===== config.mk =====
export PLATFORM = sky130hd
export DESIGN_NAME = cfg_chain_shifter_flat
export DESIGN_NICKNAME = d
export VERILOG_FILES = /design/src/rtl/cfg_chain_shifter_if.sv /design/src/rtl/cfg_chain_shifter.sv /design/src/flat_wrapper.sv
export SDC_FILE = /design/constraint.sdc
export NUM_CORES = 1
export LEC_CHECK = 0
export BUFFER_PORTS_ARGS = -buffer_cell sky130_fd_sc_hd__buf_2
export CAP_MARGIN = 20
export CORE_MARGIN = 1
export CORE_UTILIZATION = 30
export DETAILED_ROUTE_END_ITERATION = 10
export PLACE_DENSITY = 0.43
export SYNTH_ARGS = -nofsm -noshare
export SYNTH_HDL_FRONTEND = slang
export SYNTH_SLANG_ARGS = --single-unit
export TNS_END_PERCENT = 50

===== constraint.sdc =====
create_clock -name clk -period 2.6 [get_ports clk]
set_input_delay 0.52 -clock clk [delete_from_list [all_inputs] [get_ports clk]]
set_output_delay 0.52 -clock clk [all_outputs]
set_load 0.05 [all_outputs]

===== src/rtl/cfg_chain_shifter_if.sv =====
// Word-stream handshake between the bitstream decryptor and cfg_chain_shifter.
//   word_i        : bitstream word, bit WORD_W-1 is shifted onto the chain first
//   word_valid_i  : word_i carries a valid word
//   word_ready_o  : the shifter accepts word_i in this cycle
// The master modport is the word source; the slave modport is the shifter.
interface cfg_chain_shifter_if #(
    parameter int WORD_W = 32
);
    logic [WORD_W-1:0] word_i;
    logic              word_valid_i;
    logic              word_ready_o;

    modport master (
        output word_i,
        output word_valid_i,
        input  word_ready_o
    );

    modport slave (
        input  word_i,
        input  word_valid_i,
        output word_ready_o
    );
endinterface


===== src/rtl/cfg_chain_shifter.sv =====
// Serialising configuration loader for the FPGA fabric.
// Sequences pReset/fabric reset, then shifts exactly CHAIN_LEN bits MSB-first
// onto the configuration-chain head with a per-bit programming-clock enable.
// Ports:
//   clk           : single clock, rising edge
//   reset_n       : asynchronous active-low reset
//   start_i       : one-cycle load request, honoured in IDLE or DONE only
//   word_bus      : word stream (word_i / word_valid_i in, word_ready_o out)
//   ccff_head_o   : serial data to the chain head (registered)
//   prog_clk_en_o : programming-clock enable, high only with a valid bit
//   pReset_o      : programming reset, high from RESET entry until DONE
//   fpga_rst_o    : fabric reset, high from RESET entry until DONE
//   busy_o        : high in RESET, LOAD and SHIFT
//   done_o        : high in DONE
module cfg_chain_shifter #(
    parameter int CHAIN_LEN     = 2281,
    parameter int WORD_W        = 32,
    parameter int PRESET_CYCLES = 2
) (
    input  logic                clk,
    input  logic                reset_n,
    input  logic                start_i,
    cfg_chain_shifter_if.slave  word_bus,
    output logic                ccff_head_o,
    output logic                prog_clk_en_o,
    output logic                pReset_o,
    output logic                fpga_rst_o,
    output logic                busy_o,
    output logic                done_o
);

    localparam int BCNT_W = $clog2(CHAIN_LEN + 1);
    // One extra value so the counter can hold WORD_W itself ("word exhausted").
    localparam int WCNT_W = $clog2(WORD_W + 1);
    localparam int RCNT_W = (PRESET_CYCLES > 1) ? $clog2(PRESET_CYCLES) : 1;

    localparam logic [BCNT_W-1:0] BCNT_MAX  = BCNT_W'(CHAIN_LEN);
    localparam logic [WCNT_W-1:0] WCNT_MAX  = WCNT_W'(WORD_W);
    localparam logic [RCNT_W-1:0] RCNT_LAST = RCNT_W'(PRESET_CYCLES - 1);

    typedef enum logic [2:0] {
        ST_IDLE  = 3'd0,
        ST_RESET = 3'd1,
        ST_LOAD  = 3'd2,
        ST_SHIFT = 3'd3,
        ST_DONE  = 3'd4
    } state_t;

    state_t              state_r;
    state_t              next_state_s;
    logic [RCNT_W-1:0]   rcnt_r;
    logic [BCNT_W-1:0]   bcnt_r;
    logic [WCNT_W-1:0]   wcnt_r;
    logic [WORD_W-1:0]   sreg_r;
    logic                ccff_r;
    logic                en_r;
    logic                preset_r;
    logic                frst_r;
    logic                busy_r;
    logic                done_r;

    logic                word_ready_s;
    logic                shift_bit_s;
    logic                accept_s;
    logic                busy_nxt_s;
    logic                done_nxt_s;
    logic                en_nxt_s;
    logic                ccff_nxt_s;

    // Handshake and bit-emission decode from state and counters only (no path from valid).
    always_comb begin
        word_ready_s = 1'b0;
        shift_bit_s  = 1'b0;
        case (state_r)
            ST_LOAD: begin
                word_ready_s = 1'b1;
            end
            ST_SHIFT: begin
                // The final-bit check wins, so no word is requested once the chain is full.
                if (bcnt_r < BCNT_MAX) begin
                    if (wcnt_r == WCNT_MAX) begin
                        word_ready_s = 1'b1;
                    end else begin
                        shift_bit_s = 1'b1;
                    end
                end else begin
                    word_ready_s = 1'b0;
                    shift_bit_s  = 1'b0;
                end
            end
            default: begin
                word_ready_s = 1'b0;
                shift_bit_s  = 1'b0;
            end
        endcase
    end

    assign accept_s              = word_ready_s & word_bus.word_valid_i;
    assign word_bus.word_ready_o = word_ready_s;

    // State register.
    always_ff @(posedge clk or negedge reset_n) begin
        if (!reset_n) begin
            state_r <= ST_IDLE;
        end else begin
            state_r <= next_state_s;
        end
    end

    // Next-state logic.
    always_comb begin
        next_state_s = state_r;
        case (state_r)
            ST_IDLE: begin
                if (start_i) next_state_s = ST_RESET;
                else         next_state_s = ST_IDLE;
            end
            ST_RESET: begin
                if (rcnt_r == RCNT_LAST) next_state_s = ST_LOAD;
                else                     next_state_s = ST_RESET;
            end
            ST_LOAD: begin
                if (accept_s) next_state_s = ST_SHIFT;
                else          next_state_s = ST_LOAD;
            end
            ST_SHIFT: begin
                if (bcnt_r == BCNT_MAX) begin
                    next_state_s = ST_DONE;
                end else if (word_ready_s && !accept_s) begin
                    next_state_s = ST_LOAD;
                end else begin
                    next_state_s = ST_SHIFT;
                end
            end
            ST_DONE: begin
                if (start_i) next_state_s = ST_RESET;
                else         next_state_s = ST_DONE;
            end
            default: begin
                next_state_s = ST_IDLE;
            end
        endcase
    end

    // Output logic: next values of the registered outputs.
    always_comb begin
        busy_nxt_s = 1'b0;
        done_nxt_s = 1'b0;
        case (next_state_s)
            ST_RESET, ST_LOAD, ST_SHIFT: busy_nxt_s = 1'b1;
            ST_DONE:                     done_nxt_s = 1'b1;
            default: begin
                busy_nxt_s = 1'b0;
                done_nxt_s = 1'b0;
            end
        endcase
        // A freshly accepted word supplies its MSB directly; otherwise the shift register does.
        if (accept_s) begin
            en_nxt_s   = 1'b1;
            ccff_nxt_s = word_bus.word_i[WORD_W-1];
        end else if (shift_bit_s) begin
            en_nxt_s   = 1'b1;
            ccff_nxt_s = sreg_r[WORD_W-1];
        end else begin
            en_nxt_s   = 1'b0;
            ccff_nxt_s = ccff_r;
        end
    end

    // Reset-hold counter, bit/word counters and the word shift register.
    always_ff @(posedge clk or negedge reset_n) begin
        if (!reset_n) begin
            rcnt_r <= '0;
            bcnt_r <= '0;
            wcnt_r <= '0;
            sreg_r <= '0;
        end else begin
            if (state_r == ST_RESET) rcnt_r <= rcnt_r + RCNT_W'(1);
            else                     rcnt_r <= '0;

            if (state_r == ST_IDLE || state_r == ST_RESET) begin
                bcnt_r <= '0;
                wcnt_r <= '0;
            end else if (accept_s) begin
                bcnt_r <= bcnt_r + BCNT_W'(1);
                wcnt_r <= WCNT_W'(1);
                sreg_r <= word_bus.word_i << 1;
            end else if (shift_bit_s) begin
                bcnt_r <= bcnt_r + BCNT_W'(1);
                wcnt_r <= wcnt_r + WCNT_W'(1);
                sreg_r <= sreg_r << 1;
            end else begin
                bcnt_r <= bcnt_r;
                wcnt_r <= wcnt_r;
                sreg_r <= sreg_r;
            end
        end
    end

    // Registered outputs; both resets span exactly the busy window.
    always_ff @(posedge clk or negedge reset_n) begin
        if (!reset_n) begin
            ccff_r   <= 1'b0;
            en_r     <= 1'b0;
            preset_r <= 1'b0;
            frst_r   <= 1'b0;
            busy_r   <= 1'b0;
            done_r   <= 1'b0;
        end else begin
            ccff_r   <= ccff_nxt_s;
            en_r     <= en_nxt_s;
            preset_r <= busy_nxt_s;
            frst_r   <= busy_nxt_s;
            busy_r   <= busy_nxt_s;
            done_r   <= done_nxt_s;
        end
    end

    assign ccff_head_o   = ccff_r;
    assign prog_clk_en_o = en_r;
    assign pReset_o      = preset_r;
    assign fpga_rst_o    = frst_r;
    assign busy_o        = busy_r;
    assign done_o        = done_r;

endmodule

===== src/flat_wrapper.sv =====
// flat-port wrapper written by rule: the top's interface ports become plain ports
module cfg_chain_shifter_flat 
#(
    parameter int CHAIN_LEN     = 2281,
    parameter int WORD_W        = 32,
    parameter int PRESET_CYCLES = 2
)
  (clk, reset_n, start_i, ccff_head_o, prog_clk_en_o, pReset_o, fpga_rst_o, busy_o, done_o, word_bus_word_i, word_bus_word_valid_i, word_bus_word_ready_o);
  cfg_chain_shifter_if #(.WORD_W(WORD_W)) word_bus_i ();
  input  logic clk;
  input  logic reset_n;
  input  logic start_i;
  output logic ccff_head_o;
  output logic prog_clk_en_o;
  output logic pReset_o;
  output logic fpga_rst_o;
  output logic busy_o;
  output logic done_o;
  input wire logic [$bits(word_bus_i.word_i)-1:0] word_bus_word_i;
  input wire logic [$bits(word_bus_i.word_valid_i)-1:0] word_bus_word_valid_i;
  output wire logic [$bits(word_bus_i.word_ready_o)-1:0] word_bus_word_ready_o;
  assign word_bus_i.word_i = word_bus_word_i;
  assign word_bus_i.word_valid_i = word_bus_word_valid_i;
  assign word_bus_word_ready_o = word_bus_i.word_ready_o;
  cfg_chain_shifter #(.CHAIN_LEN(CHAIN_LEN), .WORD_W(WORD_W), .PRESET_CYCLES(PRESET_CYCLES)) u_core (.clk(clk), .reset_n(reset_n), .start_i(start_i), .word_bus(word_bus_i), .ccff_head_o(ccff_head_o), .prog_clk_en_o(prog_clk_en_o), .pReset_o(pReset_o), .fpga_rst_o(fpga_rst_o), .busy_o(busy_o), .done_o(done_o));
endmodule

## Word-level counts from Yosys, hierarchy flattened

Index checks and enable logic that the tools add are counted.

- Logic and storage cells: 61
- Register bits after elaboration: 58
- Bits of input ports: 36

- Bitwise operators: 2
- Multiplexer cells: 28
- Order comparisons: 1
- Reductions and logical operators: 8
- Equality and inequality tests: 10
- $add $sub $neg: 3

Operators by type and width:

| cell | count |
|---|---|
| two-way mux 32 bit | 2 |
| two-way mux 12 bit | 3 |
| two-way mux 6 bit | 3 |
| two-way mux 1 bit | 15 |
| one-hot mux 3 bit (5 select lines) | 1 |
| adder 12 x 1 -> 12 bit, second input constant | 1 |
| equality test 12 bit, second input constant | 1 |
| equality test 3 x 2 -> 1 bit, second input constant | 4 |
| less-than comparator 12 bit, second input constant | 1 |
| adder 6 x 1 -> 6 bit, second input constant | 1 |
| equality test 3 x 1 -> 1 bit, second input constant | 2 |
| equality test 3 bit, second input constant | 2 |
| equality test 6 bit, second input constant | 1 |
| two-way mux 3 bit | 2 |
| zero test 3 bit | 1 |
| nonzero test 3 bit | 1 |
| OR reduction 3 bit | 1 |
| two-way mux 2 bit | 1 |
| one-hot mux 1 bit (2 select lines) | 1 |
| AND reduction 2 bit | 1 |
| nonzero test 2 bit | 1 |
| adder 1 bit, second input constant | 1 |
| bitwise AND 1 bit | 1 |
| logical AND 1 bit | 1 |
| other kinds (3) | 3 |

## Logic depth before layout (Yosys ltp)

Gate-level depths: netlist of the first run.

- Depth in word-level cells: 13
- Mapped depth: 9
- Gate-level depth less buffers: 8

## Worst setup path after synthesis of the first run

Ideal clock, no wire load.

- Path kind: register to output
- Start: register u_core.bcnt_r[8]
- End: output port word_bus_word_ready_o
- Arrival time: 2.004 ns
- Required time: 2.080 ns
- Slack: 0.076 ns
- Cell stages (with the launch flop): 5
- Path through: dfrtp_1 > or3_4 > o21a_4 > o31a_1 > nor2_1

- Word-level cells in the longest chain between the ends: 3

Ends and longest elaborated chain:

| what | RTL line | source |
|---|---|---|
| start: declaration | cfg_chain_shifter.sv:52 | `logic [BCNT_W-1:0] bcnt_r;` |
| start signal: assignment | cfg_chain_shifter.sv:185 | `bcnt_r <= bcnt_r + BCNT_W'(1);` |
| start signal: assignment | cfg_chain_shifter.sv:189 | `bcnt_r <= bcnt_r + BCNT_W'(1);` |
| start signal: assignment | cfg_chain_shifter.sv:193 | `bcnt_r <= bcnt_r;` |
| less-than comparator 12 bit | cfg_chain_shifter.sv:80 | `if (bcnt_r < BCNT_MAX) begin` |
| two-way mux 1 bit | cfg_chain_shifter.sv:80 |  |
| one-hot mux 1 bit (2 select lines) | cfg_chain_shifter.sv:74 | `case (state_r)` |
| end: declaration | flat_wrapper.sv:21 | `output wire logic [$bits(word_bus_i.word_ready_o)-1:0] word_bus_word_ready_o;` |

Every way passes these cells.

## Worst setup path in the final report of the first run

- Start: register u_core.bcnt_r[9]
- End: output port word_bus_word_ready_o

The elaborated chain is that of the path after synthesis.

==> results.json, run 1 <==
{
  "finalCritPeriodShare_pct": 97.7,
  "fin_cells": 506,
  "ant_nets": 0,
  "ys_ff_latch": 57,
  "initial_core_util_pct": 30.8,
  "crit_start": "u_core.bcnt_r[9]",
  "r2r-start": "u_core.bcnt_r[9]",
  "ios": 43,
  "firstDrtPassIters": 5,
  "p_leak_nw": 1.58,
  "first_global_vias": 2275,
  "syn_area_sq_um": 2850,
  "vias": 2443,
  "finalCriticalPeriod_ps": 2540,
  "fp-row-count": 35,
  "final-setup-viol-count": 0,
  "antenna_found_initial": 0,
  "gp_congestion": 0.755,
  "whs_ps": 177,
  "crit_type": "reg2out",
  "p_seq_share_pct": 35.9,
  "cts_tree": "built",
  "endpoint": "word_bus_word_ready_o",
  "postCtsHoldBufs": 0,
  "cp-start-kind": "flip-flop",
  "r2r_slack_ps": 260,
  "avgSynthCellArea_sq_um": 8.80,
  "core_sq_um": 9240,
  "synth-edff-count": 0,
  "tightest_slew_ps": 600,
  "skew_ps": 16.3,
  "worst-r2r-cell-count": 7,
  "grt_max_degree": 34,
  "utilization_pct": 37.6,
  "p_int_mw": 2.37,
  "drcViolationCount": 0,
  "rr_endpoint": "u_core.bcnt_r[7]",
  "p_sw_mw": 1.72,
  "die_w_um": 99.5,
  "status": "completed",
  "min_path_type": "in2async",
  "die_h_um": 99.5,
  "layout.nets": 414,
  "arrival_ps": 2020,
  "drv_slew": 0,
  "yosysSeqAreaShare_pct": 50.0,
  "async_flop_share_pct": 100,
  "io_buffers": 42,
  "die-area_sq_um": 9890,
  "wire_per_inst_um": 13.5,
  "dp_cells": 486,
  "power.share.clock_pct": 20.2,
  "combPwrFrac_pct": 43.9,
  "n_antenna_cell": 0,
  "hold_viol_final": 0,
  "vdd_ir_drop_max_mv": 0.394,
  "worst_ep_required_time_ps": 2080,
  "synth_cells": 324,
  "viasPerCell": 4.83,
  "cts.sinks": 57,
  "max_freq_ghz": 0.394,
  "drive_gt1_share_pct": 22.0,
  "cts_made_buffers": 9,
  "synth_fp_nets": 365,
  "hpwlAfterDp_mm": 4.55,
  "routed_wl_mm": 6.83,
  "max_cap_viol_count": 0,
  "yosysUniqueCellTypes": 45,
  "power_density_nw_per_um2": 1180,
  "grt_overflow_total": 0,
  "critPathMaxFanout": 4,
  "clkLatencyLatePin_ps": 340,
  "yosys_warnings": 0,
  "synth_flop_cell": "dfrtp_1",
  "switching_share_pct": 42.1,
  "endpoint_kind": "primary output",
  "drt-initial-drc-count": 77,
  "area_delta_synth_final_pct": 22.0,
  "slew_headroom_pct": 60.0,
  "cts_max_path_buffers": 2,
  "h-tree-depth": 3,
  "grtUsageTotal_pct": 14.7,
  "grt_pass1_wl_mm": 11.3,
  "clockRootBuffer": "clkbuf_8",
  "path_clk_slew_ps": 80
}
power groups by stage:
| stage | Combinational [mW] | Sequential (mW) | Clock (mW) |
|---|---|---|---|
| floorplan | 1.30 | 1.47 | 0 |
| finish | 1.80 | 1.47 | 0.827 |
| global route | 2.05 | 1.52 | 0.888 |
| global placement | 1.80 | 1.48 | 0 |
| CTS | 1.83 | 1.47 | 0.853 |
| detailed placement | 1.81 | 1.48 | 0 |
flip-flops by register name (all words and copies together), names as in the netlist:
signal                flops
u_core.prog_clk_en_o      1
u_core.rcnt_r             1
u_core.pReset_o           1
u_core.wcnt_r             6
u_core.sreg_r            31
u_core.ccff_head_o        1
u_core.state_r            3
u_core.bcnt_r            12
u_core.done_o             1
layout by cell type, fill, tap and decap left out, drive strengths merged, types with 6 or more instances in the layout:
master / n
a21oi: 69
buf: 58
dfrtp: 57
nor2: 46
nand2: 44
o21ai: 14
nand3: 10
clkbuf: 10
inv: 8
nand4: 6
o31ai: 6
worst min-delay path by stage:
stage / from / endpoint / slack, ps / cells past startpoint
after floorplan: reset_n / u_core.bcnt_r[0] / 220 / 0
after global placement: u_core.rcnt_r / u_core.rcnt_r / 450 / 1
after detailed placement: u_core.rcnt_r / u_core.rcnt_r / 460 / 1
after CTS: reset_n / u_core.sreg_r[15] / 190 / 1
after global routing: reset_n / u_core.sreg_r[15] / 210 / 1
final: reset_n / u_core.sreg_r[16] / 180 / 1
final cells by class:
type	instances	area [sq um]
well taps	129	161
clock inverters	5	56.3
inverters	8	30.0
flip-flops and latches	57	1430
repair buffers	58	374
fillers	965	5760
multi-input cells	239	1290
clock buffers	10	138
cells by family after synthesis:
group | share of synthesized area, %
XOR/XNOR | 1.54
buffers and inverters | 4.61
adder cells (fa/ha/maj) | 2.19
multiplexers | 0.351
flip-flops | 50.0
AND/OR/NAND/NOR | 21.0
AO/OA/AOI/OAI | 20.3
worst max-delay path, stage by stage (launching register included):
cell,delay [ps]
dfrtp_1,400
or3_4,420
o21a_4,220
o31a_1,330
nor2_1,150
buf_6,180
synth_stat cells, types with 2 or more instances:
master     n  area [sq um]
inv_1      7          26.3
xor2_1     4          35.0
buf_2     12          60.1
nand3_1   10          50.1
nand3b_1   3          22.5
buf_4      3          22.5
nor2b_1    2          12.5
and3_1     2          12.5
nand2_1   43           161
ha_1       5          62.6
nand4_1    6          37.5
a22oi_1    2          15.0
nor3_1     2          10.0
or2_1      2          12.5
dfrtp_1   57          1430
clkbuf_1   4          15.0
or2_2      2          12.5
nor2_1    45           169
or4_1      2          15.0
o21ai_1    6          30.0
nor3b_1    2          15.0
a21oi_1   69           345
o31ai_1    6          45.0
o21ai_0    7          35.0
routing by layer:
layer / track usage (%) / vias up / wire, um / share of wire (%)
li1: - / 1208 / - / -
met1: 19.8 / 1184 / 3410 / 50
met2: 23.1 / 43 / 3120 / 46
met3: 2.67 / 8 / 210 / 3.1
met4: 6.79 / 0 / 95 / 1.4
met5: 0 / - / 0 / 0
through the flow:
step	instance area (sq um)	setup slack (ps)	setup TNS, ps	power [mW]
finish	3480	59.4	0	4.09
CTS	3440	4.84	0	4.15
floorplan	2850	76.2	0	2.76
detailed placement	3240	327	0	3.29
global placement	3240	349	0	3.27
global route	3480	-5.03	-5.03	4.46
timing repair:
| item | 4_1_cts | 5_1_grt |
|---|---|---|
| endpoints found under the setup margin | 1 | 1 |
| pin swaps | 0 | 5 |
| gates resized for setup | 1 | 1 |
| buffers inserted | 0 | 5 |
No activity file was read; power rests on OpenSTA's default activity.
==> run 2: changes to the inputs <==
CORE_UTILIZATION = 56   (was 30)
PLACE_DENSITY = 0.75   (was 0.43)
==> run 2 against run 1 <==
Compared with the run above:
- global-route usage up 8.8 points
- fmax about the same
- die area is 46% lower
- largest cell class unchanged
- combinational power decreased by 4%
- via count decreased by 1.7%
- flip-flop and latch count unchanged
- critical endpoint unchanged
- highest routed layer unchanged
- final cell count decreased by 14%
- register-to-register slack worse by 40 ps
==> results.json, run 2 (synthesis gave the netlist of run 1 again) <==
{
  "status": "completed",
  "grt_max_degree": 58,
  "worst_ep_required_time_ps": 2080,
  "clockRootBuffer": "clkbuf_8",
  "whs_ps": 314,
  "slew_headroom_pct": 52.6,
  "cp_cell_sequence": "or3_4 > o21a_4 > o31a_1 > nor2_2 > buf_6",
  "hold_viol_final": 0,
  "h-tree-depth": 3,
  "arrival_ps": 2020,
  "crit_slowest_cell": "dfrtp_1",
  "dpl_cell_area_sq_um": 3130,
  "ant_nets": 0,
  "drive_gt1_share_pct": 21.1,
  "viasPerCell": 5.49,
  "finalCritPeriodShare_pct": 97.7,
  "finalCriticalPeriod_ps": 2540,
  "design_area_sq_um": 3350,
  "utilization_pct": 69.5,
  "vdd_ir_drop_max_mv": 0.803,
  "wl_met3_um": 183,
  "cts_made_buffers": 9,
  "die-area_sq_um": 5380,
  "fin_cells": 437,
  "tns_ps": 0,
  "n_antenna_cell": 0,
  "cp-start-kind": "flip-flop",
  "drv_slew": 0,
  "worst-r2r-cell-count": 9,
  "path_clk_slew_ps": 60,
  "core_sq_um": 4820,
  "final_common_cell": "a21oi_1",
  "io_buffers": 42,
  "max_freq_ghz": 0.394,
  "largest_reg_flops": 31,
  "dp_cells": 420,
  "dr_wl_met2_mm": 2.79,
  "initial_core_util_pct": 59.2,
  "rr_endpoint": "u_core.sreg_r[16]",
  "die_h_um": 73.3,
  "place_ws_ps": 274,
  "wire_per_inst_um": 13.5,
  "grt_overflow_total": 0,
  "fin_ws_ps": 60.1,
  "wl_met1_mm": 2.81,
  "crit_type": "reg2out",
  "top_regs": "u_core.sreg_r (31), u_core.bcnt_r (12), u_core.wcnt_r (6)",
  "endpoint_kind": "primary output",
  "cts_tree": "built",
  "routed_wl_mm": 5.90,
  "r2r-start": "u_core.bcnt_r[0]",
  "cts_max_path_buffers": 2,
  "drcViolationCount": 0,
  "grt_pass1_wl_mm": 9.49,
  "die_w_um": 73.3,
  "power_density_nw_per_um2": 1190,
  "p_leak_nw": 1.54,
  "postCtsHoldBufs": 0,
  "tightest_slew_ps": 711,
  "antenna_found_initial": 0,
  "hpwlAfterDp_mm": 3.86,
  "clkLatencyLatePin_ps": 340,
  "vias": 2401,
  "r2r_slack_ps": 220,
  "max_stage_delay_ps": 410,
  "layout.nets": 407,
  "max_cap_viol_count": 0,
  "firstDrtPassIters": 4,
  "grtUsageTotal_pct": 23.6,
  "drt-initial-drc-count": 155,
  "crit_family": "compound AO/OA/AOI/OAI gates",
  "regMostFlops": "u_core.sreg_r",
  "fp-row-count": 25,
  "skew_ps": 12.3,
  "min_path_type": "in2async",
  "ios": 43,
  "final-setup-viol-count": 0,
  "crit_buf_inv": 1,
  "gp_congestion": 0.824,
  "layout_common_cells": "69 x a21oi_1, 57 x dfrtp_1, 44 x nor2_1",
  "area_delta_synth_final_pct": 17.4,
  "top_layer": "met4",
  "cts.sinks": 57,
  "first_global_vias": 2099,
  "power_mw": 3.98,
  "critPathMaxFanout": 4
}
run 2: metal layers:
metal	up-vias	GRT usage, %
met1	1144	31.8
li1	1202	-
met2	45	35.0
met4	0	13.2
met3	10	5.49
met5	-	0
run 2: where the power goes:
part / total, mW / leakage (nW) / internal (mW) / switching, mW
Sequential: 1.47 / 0.678 / 1.23 / 0.240
Clock: 0.787 / 0.0909 / 0.431 / 0.356
Combinational: 1.73 / 0.772 / 0.643 / 1.08
run 2: layout make-up:
cell class | instances | area, sq um
Clock buffer | 9 | 124
Clock inverter | 6 | 60.1
Tap cell | 67 | 83.8
Timing Repair Buffer | 51 | 322
Multi-Input combinational cell | 239 | 1300
Fill cell | 399 | 1470
Sequential cell | 57 | 1430
Inverter | 8 | 30.0
run 2: worst max path at each step:
stage / from / end / slack (ps) / depth (start not counted)
global placement: u_core.bcnt_r[8] / u_core.bcnt_r[7] / 360 / 6
CTS: u_core.bcnt_r[8] / word_bus_word_ready_o / 1 / 5
detailed placement: u_core.bcnt_r[8] / u_core.sreg_r[22] / 270 / 7
global route: u_core.bcnt_r[9] / word_bus_word_ready_o / -1 / 5
finish: u_core.bcnt_r[9] / word_bus_word_ready_o / 60 / 5
floorplan: u_core.bcnt_r[8] / word_bus_word_ready_o / 80 / 4
run 2: repair_timing:
action | CTS | global route
pin swaps | 0 | 2
setup endpoints to repair | 1 | 1
setup buffers | 0 | 2
resized for setup | 1 | 3
==> run 3: changes to the inputs <==
PLACE_DENSITY = 0.76   (was 0.75)
==> run 3 against run 2 <==
Compared with the run above:
- final cell count increased by 0.23%
- via count shrank 0.33%
- design area rose by 0.41%
- global-route usage up 0.45 points
- sequential share of layout area fell by 0.17 points
- sequential power about the same
- register-to-register slack gained 70 ps
- utilization grew 0.29 points
- non-clock buffer count rose by 1
- flip-flop and latch count stayed put
- largest power group unchanged
==> results.json, run 3 (synthesis gave the netlist of run 1 again) <==
{
  "antenna_found_initial": 0,
  "drcViolationCount": 0,
  "place_ws_ps": 331,
  "tightest_slew_ps": 709,
  "status": "completed",
  "vias": 2393,
  "drive_gt1_share_pct": 20.8,
  "drt-initial-drc-count": 127,
  "finalCriticalPeriod_ps": 2550,
  "utilization_pct": 69.7,
  "p_int_mw": 2.36,
  "routed_wl_mm": 6.02,
  "ios": 43,
  "skew_ps": 8.86,
  "slew_headroom_pct": 52.7,
  "p_leak_nw": 1.56,
  "die-area_sq_um": 5380,
  "crit_slowest_cell": "dfrtp_1",
  "ant_nets": 0,
  "largest_reg_flops": 31,
  "gp_congestion": 0.858,
  "arrival_ps": 2030,
  "grtUsageTotal_pct": 24.0,
  "initial_core_util_pct": 59.2,
  "io_buffers": 42,
  "crit_start": "u_core.bcnt_r[9]",
  "worst_ep_required_time_ps": 2080,
  "regMostFlops": "u_core.sreg_r",
  "p_seq_share_pct": 36.5,
  "grt_pass1_wl_mm": 9.66,
  "whs_ps": 313,
  "vdd_ir_drop_max_mv": 0.761,
  "final_common_cell": "a21oi_1",
  "drv_slew": 0,
  "finalCritPeriodShare_pct": 98.0,
  "endpoint_kind": "primary output",
  "fin_ws_ps": 53.0,
  "fp-row-count": 25,
  "max_cap_viol_count": 0,
  "first_global_vias": 2071,
  "critPathMaxFanout": 4,
  "firstDrtPassIters": 4,
  "cts_tree": "built",
  "wire_per_inst_um": 13.7,
  "cts.sinks": 57,
  "cts_max_path_buffers": 2,
  "crit_buf_inv": 1,
  "power.share.clock_pct": 20.4,
  "core_sq_um": 4820,
  "tns_ps": 0,
  "crit_type": "reg2out",
  "area_delta_synth_final_pct": 17.9,
  "crit_family": "compound AO/OA/AOI/OAI gates",
  "switching_share_pct": 41.3,
  "h-tree-depth": 3,
  "hpwlAfterDp_mm": 3.83,
  "grt_overflow_total": 0,
  "layout_common_cells": "69 x a21oi_1, 57 x dfrtp_1, 44 x nor2_1",
  "r2r-start": "u_core.bcnt_r[0]",
  "cp_cell_sequence": "or3_4 > o21a_4 > o31a_1 > nor2_2 > buf_6",
  "power_density_nw_per_um2": 1200,
  "top_regs": "u_core.sreg_r (31), u_core.bcnt_r (12), u_core.wcnt_r (6)",
  "power_mw": 4.03,
  "clkLatencyLatePin_ps": 330,
  "combPwrFrac_pct": 43.1,
  "die_w_um": 73.3,
  "viasPerCell": 5.46,
  "min_path_type": "in2async",
  "p_sw_mw": 1.66,
  "die_h_um": 73.3,
  "max_stage_delay_ps": 420,
  "n_antenna_cell": 0,
  "layout.nets": 408,
  "final-setup-viol-count": 0,
  "cts_made_buffers": 9,
  "cp-start-kind": "flip-flop",
  "path_clk_slew_ps": 60,
  "max_freq_ghz": 0.393,
  "grt_max_degree": 58,
  "clockRootBuffer": "clkbuf_8",
  "hold_viol_final": 0
}
run 3: cell types whose count changed in the layout (fill, tap and decap cells not counted):
cell	delta
clkbuf_1	+1
clkbuf_8	+2
nor3_1	+1
clkinv_2	-1
buf_4	+1
clkinvlp_4	-2
nor3_2	-1
run 3: per-layer routing:
metal | global-route usage, % | share of wire, % | up-vias
met5 | 0 | 0 | -
met1 | 32.7 | 46 | 1139
li1 | - | - | 1196
met2 | 36.3 | 48 | 52
met3 | 6.58 | 4.2 | 6
met4 | 10.0 | 1.3 | 0
run 3: power groups by stage:
stage	sequential (mW)	combinational, mW	clock [mW]
after floorplan	1.47	1.30	0
after global placement	1.47	1.67	0
after detailed placement	1.48	1.71	0
after CTS	1.47	1.72	0.835
after global routing	1.51	1.96	0.869
final	1.47	1.73	0.821
run 3: area by class of cell:
class                      instances  area, sq um
inverter                           8         30.0
fill                             408         1460
timing repair buffer              52          329
multi-input combinational        239         1290
clock inverter                     3         40.0
tap                               67         83.8
sequential                        57         1430
clock buffer                      12          155
run 3: stage by stage:
step	instance area, sq um	cells
final	3360	438
after global routing	3360	438
after CTS	3330	435
after detailed placement	3130	420
after global placement	3130	420
after floorplan	2850	324
run 3: timing repair:
item	CTS	global route
resized for setup	1	2
buffers inserted	0	3
hold endpoints to repair	0	0
gates cloned	0	0
hold buffers	0	0
setup endpoints to repair	1	1
pin swaps	0	3
run 3: worst paths after layout:
path / to / slack (ps) / depth (start not counted)
max: word_bus_word_ready_o / 50 / 5
max reg2reg: u_core.ccff_head_o / 290 / 9
max in group asynchronous: u_core.sreg_r[9] / 1800 / 2
min in group clk: u_core.sreg_r[1] / 430 / 2
min reg2reg: u_core.rcnt_r / 470 / 1
min: u_core.bcnt_r[2] / 310 / 2
